`src/rtl/window_watchdog_ctrl.sv`:
```
`timescale 1ns/1ps
`default_nettype none
// +--------------------------------------------------------------------------+
// | window_watchdog_ctrl: closed/open window watchdog sequencer, reset pulse,|
// | fault counter and lockout. Option macro: WWDT_EARLY_WARN_EN (EWARN).     |
// | Revision: 1.0                                                            |
// +--------------------------------------------------------------------------+
module window_watchdog_ctrl #(
  parameter int TICK_DIV  = 16,
  parameter int RST_PULSE = 8
) (
  input  logic       CLK,
  input  logic       RST,
  input  logic       INIT,
  input  logic       WDSRVC,
  input  logic [7:0] FWLEN,
  input  logic [7:0] SWLEN,
  input  logic [7:0] RST_LMT,
  output logic       WDRST,
  output logic       WIN_OPEN,
  output logic [1:0] STATUS,
  output logic [7:0] FAULT_CNT,
  output logic       EWARN
);

  localparam int PW = (TICK_DIV > 1) ? $clog2(TICK_DIV) : 1;
  localparam int RW = (RST_PULSE > 1) ? $clog2(RST_PULSE) : 1;
  localparam logic [PW-1:0] PRESC_LAST = PW'(TICK_DIV - 1);
  localparam logic [RW-1:0] PULSE_LAST = RW'(RST_PULSE - 1);

  typedef enum logic [2:0] {
    S_DISABLED   = 3'd0,
    S_FIRST_WIN  = 3'd1,
    S_SECOND_WIN = 3'd2,
    S_FAULT_RST  = 3'd3,
    S_LOCKED     = 3'd4
  } state_t;

  state_t        state;
  state_t        state_nxt;
  logic [PW-1:0] presc;
  logic [7:0]    tick_cnt;
  logic [7:0]    win_len;
  logic [RW-1:0] pulse_cnt;
  logic          srvc_q;
  logic [1:0]    status_nxt;
  logic [7:0]    len_sel;
  logic [7:0]    len_nxt;
  logic          srvc_evt;
  logic          tick;
  logic          win_done;
  logic          entering;

  assign srvc_evt = WDSRVC & ~srvc_q;
  assign tick     = (presc == PRESC_LAST);
  assign win_done = tick && (({1'b0, tick_cnt} + 9'd1) >= {1'b0, win_len});
  assign entering = (state_nxt != state);
  // Length is captured for whichever window is being entered; zero means one tick.
  assign len_sel  = (state_nxt == S_FIRST_WIN) ? FWLEN : SWLEN;
  assign len_nxt  = (len_sel == 8'd0) ? 8'd1 : len_sel;

  always_comb begin
    state_nxt  = state;
    status_nxt = STATUS;
    case (state)
      S_DISABLED: begin
        if (INIT) state_nxt = S_FIRST_WIN;
        else      status_nxt = 2'b00;
      end
      S_FIRST_WIN: begin
        if (!INIT) begin
          state_nxt  = S_DISABLED;
          status_nxt = 2'b00;
        end else if (srvc_evt) begin
          state_nxt  = S_FAULT_RST;
          status_nxt = 2'b01;
        end else if (win_done) begin
          state_nxt  = S_SECOND_WIN;
        end
      end
      S_SECOND_WIN: begin
        if (!INIT) begin
          state_nxt  = S_DISABLED;
          status_nxt = 2'b00;
        end else if (srvc_evt) begin
          state_nxt  = S_FIRST_WIN;
        end else if (win_done) begin
          state_nxt  = S_FAULT_RST;
          status_nxt = 2'b10;
        end
      end
      S_FAULT_RST: begin
        if (pulse_cnt == PULSE_LAST) begin
          if ((RST_LMT != 8'd0) && (FAULT_CNT >= RST_LMT)) begin
            state_nxt  = S_LOCKED;
            status_nxt = 2'b11;
          end else if (INIT) begin
            state_nxt  = S_FIRST_WIN;
          end else begin
            state_nxt  = S_DISABLED;
          end
        end
      end
      S_LOCKED: begin
        state_nxt = S_LOCKED;
      end
      default: begin
        state_nxt  = S_DISABLED;
        status_nxt = 2'b00;
      end
    endcase
  end

  always_ff @(posedge CLK or posedge RST) begin
    if (RST) begin
      state     <= S_DISABLED;
      presc     <= '0;
      tick_cnt  <= 8'd0;
      win_len   <= 8'd1;
      pulse_cnt <= '0;
      srvc_q    <= 1'b0;
      WDRST     <= 1'b0;
      WIN_OPEN  <= 1'b0;
      STATUS    <= 2'b00;
      FAULT_CNT <= 8'd0;
    end else begin
      state  <= state_nxt;
      srvc_q <= WDSRVC;
      if (entering) begin
        presc     <= '0;
        tick_cnt  <= 8'd0;
        pulse_cnt <= '0;
        win_len   <= len_nxt;
      end else begin
        presc <= tick ? '0 : presc + 1'b1;
        if (tick) tick_cnt <= tick_cnt + 8'd1;
        if ((state == S_FAULT_RST) && (pulse_cnt != PULSE_LAST))
          pulse_cnt <= pulse_cnt + 1'b1;
      end
      if (entering && (state_nxt == S_FAULT_RST) && (FAULT_CNT != 8'hFF))
        FAULT_CNT <= FAULT_CNT + 8'd1;
      WDRST    <= (state_nxt == S_FAULT_RST) || (state_nxt == S_LOCKED);
      WIN_OPEN <= (state_nxt == S_SECOND_WIN);
      STATUS   <= status_nxt;
    end
  end

`ifdef WWDT_EARLY_WARN_EN
  logic ewarn_hit;

  // Staying in the open window excludes both a service and an INIT drop on this cycle.
  assign ewarn_hit = (state == S_SECOND_WIN) && (state_nxt == S_SECOND_WIN) && tick &&
                     (win_len > 8'd1) && ((tick_cnt + 8'd1) == (win_len - 8'd1));

  always_ff @(posedge CLK or posedge RST) begin
    if (RST) EWARN <= 1'b0;
    else     EWARN <= ewarn_hit;
  end
`else
  assign EWARN = 1'b0;
`endif

endmodule
`default_nettype wire

```
`config.mk`:
```
export PLATFORM = sky130hd
export DESIGN_NAME = window_watchdog_ctrl
export DESIGN_NICKNAME = d
export VERILOG_FILES = /design/src/rtl/window_watchdog_ctrl.sv
export SDC_FILE = /design/constraint.sdc
export NUM_CORES = 1
export LEC_CHECK = 0
export ABC_AREA = 0
export CORE_MARGIN = 2
export CORE_UTILIZATION = 35
export DETAILED_ROUTE_END_ITERATION = 12
export GPL_ROUTABILITY_DRIVEN = 0
export HOLD_SLACK_MARGIN = 0.15
export PLACE_DENSITY = 0.52
export SYNTH_ARGS = -nofsm -noshare
export SYNTH_HDL_FRONTEND = slang
export SYNTH_SLANG_ARGS = --single-unit
export TNS_END_PERCENT = 10
```
`constraint.sdc`:
```
create_clock -name CLK -period 10.4 [get_ports CLK]
set_input_delay 1.56 -clock CLK [delete_from_list [all_inputs] [get_ports CLK]]
set_output_delay 1.56 -clock CLK [all_outputs]
set_load 0.05 [all_outputs]
```
==> results.cfg <==
[run_status]
status = finished, final reports clean

[sta]
hold_violations = 0
min_period_ps = 4210
relSlewSlack_pct = 65.8
finalSetupViolCount = 0
rsz0062_at_grt = no
fmax_ghz = 0.238
fin_skew_ps = 7.58
setup_tns_ps = 0
finalCritPeriodShare_pct = 40.5
worstMarginPinSlew_ps = 511
maxSlewViolCount = 0

[final_layout]
register_area_um2 = 977
n_fill_cell = 683
diodes = 0
drive_above_1_share_pct = 5.92
final_area_mm2 = 0.00308
area_growth_pct = 22.5
multi_input_area_mm2 = 0.00140
final_nets = 352

[logic_synthesis]
synth_area_leaders = dfrtp_1, ha_1, mux2i_1, xnor2_1, inv_1
mappedNetlistNets = 312
synth_top_cells_by_count = dfrtp_1, ha_1, inv_1, nor2_1, nand2_1
synth_top_area_share_pct = 37.9
ys.warnings.count = 0
yosysTopAreaCell = dfrtp_1
syn_area_per_cell_um2 = 9.54
syn_inst = 263
synth_enable_flop_cells = 0
netlist_area_mm2 = 0.00251
ys_types = 45
synthFlopType = dfrtp_1
synth.most_common_cell = dfrtp_1
ys_async_sr_fraction_pct = 100
synth_seq_area_share_pct = 38.9
synth-seq-cells = 39

[grt]
grt_pass1_vias = 1932
grt_max_degree = 40
grt_pass1_wl_um = 9270
grt.total_usage_pct = 15.0
grt_overflow = 0
antenna_found_initial = 0

[die]
start_util_pct = 36.5
core_area_mm2 = 0.00687
die_h_um = 88.7
fp-row-count = 30
chipWidth_um = 88.7
die_area_mm2 = 0.00786
ios = 41

[cts]
clock_sinks = 39
cts_buffers = 5
ctsHoldBuffers = 0
cts.path.max_buffers = 2
clk_latency_ps = 290
cts_tree = done
root_buffer = clkbuf_8
cts_resized = 0
postCtsSetupBuffers = 0
cts.htree.levels = 2
clk_pin_slew_ps = 80

[placement]
io_buffer_count = 39
dpl_cell_area_mm2 = 0.00298
dpl.hpwl_um = 4170

[routing]
drt-vias-per-instance = 4.96
ant_nets = 0
drc_errors = 0
routed-via-count = 1984
drt_wl_total_um = 5500
routed_wire_length_per_instance_um = 13.8
drt_iter0_markers = 78
dr.pass1.iters = 4

[setup_path]
r2r-start = tick_cnt[0]$_DFFE_PP0P_
crit_fanout = 23
cp-end-kind = register
crit_chain = clkdlybuf4s50_1 > ha_1 > nand2b_1 > a2111oi_0 > o41a_1 > or2_2 > a21o_1 > nand4b_2 > mux2_4 > mux2_4
path_common_cell = mux2_4
worstSetupPathType = input port to register
cp.arrival_ps = 4430
cp-start-kind = input port
critical-path-max-stage-delay_ps = 480
cp-startpoint = RST_LMT[0]
cp_slowest_cell = mux2_4
critPathRequiredTime_ps = 10630

[worst_hold_path]
worstHoldStart = presc[0]$_DFF_PP0_
hold_class = register to register

[run]
maxCapViolations = 0

[power_and_ir_drop]
ir_worst_vdd_v = 0.0000732
power.leakage_nw = 1.42
p_per_area_mw_per_mm2 = 162
==> kinds of logic (layout without fill, tap and decap cells) <==
logic type,after synthesis,count (layout),synth area share (%)
xor gates and xnor gates,21,21,7.33
other,1,1,0.149
buffers and inverters,28,69,5.23
and+or+nand+nor,86,86,17.5
AOI/OAI and AO/OA,49,49,12.7
muxes,18,18,7.63
DFF,39,39,38.9
adders and majority gates,21,21,10.5
==> worst max-delay path: cells and delay by family <==
kind,cells,cell delay [ps]
compound gates,3,810
mux,2,820
fa+ha+maj,1,290
buf+inv,1,440
simple gates,3,520
==> worst paths after layout <==
check                                              end  slack (ps)  cells past startpoint
worst min-delay path                presc[0]$_DFF_PP0_         500                      1
worst max-delay path            win_len[0]$_DFFE_PP1P_        6190                     10
max in group asynchronous       win_len[0]$_DFFE_PP1P_        8340                      3
worst min register to register      presc[0]$_DFF_PP0_         500                      1
worst max register to register  win_len[0]$_DFFE_PP1P_        6660                     13
min in group asynchronous       win_len[5]$_DFFE_PP0P_        1690                      3
==> placed cells by master, fill, tap and decap left out, types with 3 or more instances in the layout <==
cell and instances:
a21o_1 5, a21oi_1 15, a31oi_1 4, and3_1 7, clkbuf_8 7, clkdlybuf4s50_1 39, dfrtp_1 38, ha_1 21
inv_1 21, mux2i_1 15, nand2_1 17, nand2b_1 3, nand3_1 14, nor2_1 21, nor2b_1 4, nor3_1 6
o21ai_0 12, or2_2 3, xnor2_1 16, xor2_1 5
==> metal layers <==
metal | up-vias | routed length (um) | GRT usage, %
li1 | 1003 | - | -
met1 | 935 | 2760 | 20.4
met2 | 35 | 2440 | 23.3
met3 | 11 | 202 | 3.08
met4 | 0 | 108 | 5.92
met5 | - | 0 | 0
==> through the flow <==
stage | worst slack [ps] | util (%) | hold WS (ps) | cells | power (W)
6_report | 6190 | 44.8 | 502 | 400 | 0.000497
5_1_grt | 6000 | 44.8 | 516 | 400 | 0.000535
3_5_place_dp | 5880 | 43.3 | 496 | 392 | 0.000389
4_1_cts | 6190 | 44.8 | 505 | 400 | 0.000505
3_3_place_gp | 5940 | 43.3 | 494 | 392 | 0.000388
2_1_floorplan | 6670 | - | 460 | 263 | 0.000338
==> power breakdown <==
part           switching [W]  total [W]  internal (W)
logic               0.000102   0.000178     0.0000767
clock network      0.0000525   0.000113     0.0000605
registers          0.0000221   0.000206      0.000184
total               0.000176   0.000497      0.000321
==> registers in the layout, summed over array words and instances, names as in the netlist <==
register,count
FAULT_CNT,8
STATUS,2
WDRST,1
WIN_OPEN,1
presc,4
pulse_cnt,3
srvc_q,1
state,3
tick_cnt,8
win_len,8
==> final cells by class <==
cell class                      count  area share, %
Timing Repair Buffer               40           12.9
Sequential cell                    39           31.8
Multi-Input combinational cell    196           45.6
Clock buffer                        8           3.25
Tap cell                           96           3.91
Inverter                           21           2.56
Power figures use the tool's default switching activity.
